<file path="src/rtl/serial_subtractor.sv">
// Bit-serial subtractor: computes a - b - bi one bit per cycle, LSB first,
// and presents the registered difference, borrow-out and signed overflow.
module serial_subtractor #(
    parameter int unsigned WIDTH = 8
) (
    input  logic             clk,
    input  logic             rst_n,
    input  logic             el,
    input  logic             start,
    input  logic [WIDTH-1:0] a,
    input  logic [WIDTH-1:0] b,
    input  logic             bi,
    output logic [WIDTH-1:0] d,
    output logic             bo,
    output logic             ovf,
    output logic             busy,
    output logic             done
);

    localparam int unsigned CW = (WIDTH > 1) ? $clog2(WIDTH) : 1;
    localparam logic [CW-1:0] LAST_BIT = CW'(WIDTH - 1);

    typedef enum logic [1:0] {
        S_IDLE,
        S_SHIFT,
        S_DONE
    } state_t;

    state_t           r_state;
    logic [WIDTH-1:0] r_a;
    logic [WIDTH-1:0] r_b;
    logic [WIDTH-1:0] r_acc;
    logic             r_br;
    logic [CW-1:0]    r_cnt;
    logic             r_a_msb;
    logic             r_b_msb;
    logic [WIDTH-1:0] r_d;
    logic             r_bo;
    logic             r_ovf;
    logic             r_busy;
    logic             r_done;

    logic             w_diff;
    logic             w_br_nxt;
    logic [WIDTH-1:0] w_acc_nxt;

    // One full-subtractor bit slice on the current LSBs and the running borrow.
    always_comb begin
        w_diff    = r_a[0] ^ r_b[0] ^ r_br;
        w_br_nxt  = (~r_a[0] & r_b[0]) | (~(r_a[0] ^ r_b[0]) & r_br);
        w_acc_nxt = {w_diff, r_acc[WIDTH-1:1]};
    end

    // Control FSM with datapath registers and registered status outputs;
    // el high freezes every register.
    always_ff @(posedge clk or negedge rst_n) begin
        if (!rst_n) begin
            r_state <= S_IDLE;
            r_a     <= '0;
            r_b     <= '0;
            r_acc   <= '0;
            r_br    <= 1'b0;
            r_cnt   <= '0;
            r_a_msb <= 1'b0;
            r_b_msb <= 1'b0;
            r_d     <= '0;
            r_bo    <= 1'b0;
            r_ovf   <= 1'b0;
            r_busy  <= 1'b0;
            r_done  <= 1'b0;
        end else if (!el) begin
            case (r_state)
                S_IDLE: begin
                    if (start) begin
                        r_a     <= a;
                        r_b     <= b;
                        r_br    <= bi;
                        r_acc   <= '0;
                        r_cnt   <= '0;
                        r_a_msb <= a[WIDTH-1];
                        r_b_msb <= b[WIDTH-1];
                        r_busy  <= 1'b1;
                        r_state <= S_SHIFT;
                    end
                end
                S_SHIFT: begin
                    r_a   <= r_a >> 1;
                    r_b   <= r_b >> 1;
                    r_br  <= w_br_nxt;
                    r_acc <= w_acc_nxt;
                    if (r_cnt == LAST_BIT) begin
                        // Last bit: publish results on the same edge it is computed.
                        r_d     <= w_acc_nxt;
                        r_bo    <= w_br_nxt;
                        r_ovf   <= (r_a_msb != r_b_msb) && (w_acc_nxt[WIDTH-1] != r_a_msb);
                        r_busy  <= 1'b0;
                        r_done  <= 1'b1;
                        r_state <= S_DONE;
                    end else begin
                        r_cnt <= r_cnt + CW'(1);
                    end
                end
                S_DONE: begin
                    r_done  <= 1'b0;
                    r_state <= S_IDLE;
                end
                default: begin
                    r_busy  <= 1'b0;
                    r_done  <= 1'b0;
                    r_state <= S_IDLE;
                end
            endcase
        end
    end

    assign d    = r_d;
    assign bo   = r_bo;
    assign ovf  = r_ovf;
    assign busy = r_busy;
    assign done = r_done;

endmodule
</file>
<file path="config.mk">
export PLATFORM = sky130hd
export DESIGN_NAME = serial_subtractor
export DESIGN_NICKNAME = d
export VERILOG_FILES = /design/src/rtl/serial_subtractor.sv
export SDC_FILE = /design/constraint.sdc
export NUM_CORES = 1
export LEC_CHECK = 0
export CAP_MARGIN = 20
export CORE_MARGIN = 2
export CORE_UTILIZATION = 56
export CTS_BUF_LIST = sky130_fd_sc_hd__clkbuf_16
export DETAILED_ROUTE_END_ITERATION = 12
export DONT_BUFFER_PORTS = 1
export PLACE_DENSITY = 0.74
export SYNTH_ARGS = -nofsm -noshare
export SYNTH_HDL_FRONTEND = slang
export SYNTH_SLANG_ARGS = --single-unit
</file>
<file path="constraint.sdc">
create_clock -name clk -period 2 [get_ports clk]
set_clock_uncertainty 0.15 [all_clocks]
set_input_delay 0.3 -clock clk [delete_from_list [all_inputs] [get_ports clk]]
set_output_delay 0.3 -clock clk [all_outputs]
set_load 0.01 [all_outputs]
</file>
==> metrics.txt <==
outcome finished, final reports clean; final slew viol count 0; Synth top area share 53.6%; Critical Path AT 1.80 ns; Clock Latency Late Sink 0.28 ns; gp weighted congestion approximately 0.70; total power 0.00309 W; initial antenna violation count 0; synth warn 0; initial detailed-routing violation count 44; total number of vias 1116; slowest cell delay on critical path 0.39 ns; register area 0.00108 mm^2; Root Driver clkbuf_16; CTS buffer count 5; H-tree level count 2; Setup CP Type flip-flop to flip-flop; Pre-antenna DRT Iters 4; fill cell count between 200 and 250; setup repair bufs after CTS 0; # setup viols final 0; CP max-delay cell dfrtp_1; DRC 0; height of the chip 63.9 um; CTS Buffer Depth 2; post-synthesis register bit count 43; CP top delay family adder cells; # resized after CTS 0; hold_sp a[7]; grt total ovfl 0; most frequent cells in the layout dfrtp_1 (43), mux2_2 (19), mux2_4 (16); Unique masters post-synth 25; CTS Hold Bufs 4; initial core utilization 59.2%; largest cells by area after synthesis dfrtp_1 (54%), mux2_4 (12%), mux2_2 (11%), a22o_1 (3.9%), buf_6 (2.2%); syn nets about 170; boundary pin count 33; setup total negative slack 0 ns; DRT antenna net count 0; Slew headroom 58.1%; CP endpoint kind flip-flop; final hold violation count 0; DP HPWL 2310 um; class of the worst hold path primary input to flip-flop; max cap viols 0; leading cell type in the layout, fill and taps excluded dfrtp_1; CP Cell Sequence ha_1 > ha_1 > nand4bb_1 > buf_4 > mux2_2; Worst Tran Pin Value slightly above 0.6 ns; total leakage power 1.09 nW; first-pass GRT wire length 6000 um; Tcrit/Tclk final 89.2%; clk sinks between 40 and 50; GRT Overall Usage 20.1%; syn avg cell area ~14 um^2; maximum vdd drop 0.000735 V; die area 0.00408 mm^2; Post-Syn Area 0.00201 mm^2; Nets 177; area leader, netlist dfrtp_1; RSZ-0062 raised after global routing false; FF-to-FF Start r_cnt[0]; WP buf/inv 1; register area share after synthesis 53.6%; area of the multi-input gates between 800 and 900 um^2; diode count 0; area grow syn2layout 12.1%; critical-path maximum fanout 10; Wirelength per Cell 17.4 um; vias in the first global route about 1200; clock period minus worst slack approximately 1.8 ns; clock slew at reported path FFs 0.06 ns; CP startpoint r_cnt[0]; crit start category flip-flop; CTS tree yes; power per cell area 1380 mW/mm^2; share of cells above drive strength 1 33.1%; Die Wd 63.9 um; Core Region 0.00339 mm^2; Total Wirelength 3470 um; Port-buffer cells 0; largest net degree at the start of global routing between 40 and 50; Mapped Cells 145; fmax 0.561 GHz; Vias per Instance 5.58; Placement Rows 21; CP required 2.01 ns; most used cell, CP ha_1
## routing by layer
metal / track usage (%) / vias up / share of wire (%)
li1: - / 526 / -
met5: 0 / - / 0
met4: 9.78 / 0 / 2.2
met2: 32.3 / 23 / 49
met3: 7.75 / 6 / 5.9
met1: 23.4 / 561 / 43
## sequential cells by signal (all words and copies together), names as in the netlist, 2 cells and up
name and flops:
r_state 2, r_cnt 3, d 8, r_a 8, r_b 8, r_acc 7
## cell type report
class / count / share of cell area (%)
multi-input cells: 88 / 36.9
clock buffers: 5 / 5.56
clock inverters: 3 / 1.72
inverters: 6 / 1.00
flip-flops and latches: 43 / 47.8
repair buffers: 9 / 4.45
well taps: 46 / 2.56
## worst register-to-register path, stage by stage, from the launching register on
cell       delay [ns]
dfrtp_1          0.39
ha_1             0.21
ha_1             0.23
nand4bb_1        0.14
buf_4            0.20
mux2_2           0.36
## per-stage QoR
step                      area (um^2)  util [%]  worst slack [ns]  hold WS [ns]  instances
after global routing             2250      66.4             0.138        0.0218        200
after CTS                        2250      66.4             0.200       0.00486        200
final                            2250      66.4             0.217        0.0130        200
after global placement           2040      60.1             0.285        -0.144        188
after floorplan                  2010         -             0.132        -0.146        145
after detailed placement         2040      60.1             0.236        -0.144        188
## final timing paths
check / to / slack, ns / cells past startpoint
worst max register to register: d[5] / 0.22 / 5
worst min register to register: r_acc[1] / 0.35 / 1
worst min-delay path: r_a[7] / 0.01 / 2
min in group asynchronous: bo / 0.35 / 2
max in group asynchronous: r_a[0] / 1.15 / 2
worst max-delay path: d[5] / 0.22 / 5
## Yosys cell counts
library cell / n
nor2_1: 3
clkbuf_1: 1
nor2b_1: 4
fa_1: 1
inv_1: 6
ha_1: 2
buf_2: 2
nand2_1: 11
buf_12: 1
nor3_2: 1
o21ai_0: 8
nor3b_2: 1
o31ai_1: 2
nor2b_4: 1
o21ai_1: 1
nand4bb_1: 1
a21oi_1: 2
nor4b_1: 1
dfrtp_1: 43
a22o_1: 9
mux2_2: 19
buf_6: 4
mux2i_1: 4
nor3b_1: 1
mux2_4: 16
## cell families (layout without fill, tap and decap cells)
kind of cell    count (synthesis)  after routing  share of synthesized area, %
compound gates                 22             22                          7.42
fa+ha+maj                       3              3                          2.24
mux                            39             39                          24.6
buf+inv                        14             23                          5.05
flops                          43             43                          53.6
simple gates                   24             24                          7.04
## where the power goes
group	internal, W	leakage, nW	switching (W)	total [W]
combinational	0.000519	0.462	0.000330	0.000849
sequential	0.00115	0.549	0.000206	0.00136
clock	0.000581	0.0812	0.000309	0.000890
total	0.00225	1.09	0.000845	0.00309
Note: power is estimated with default switching activity, not from simulation.
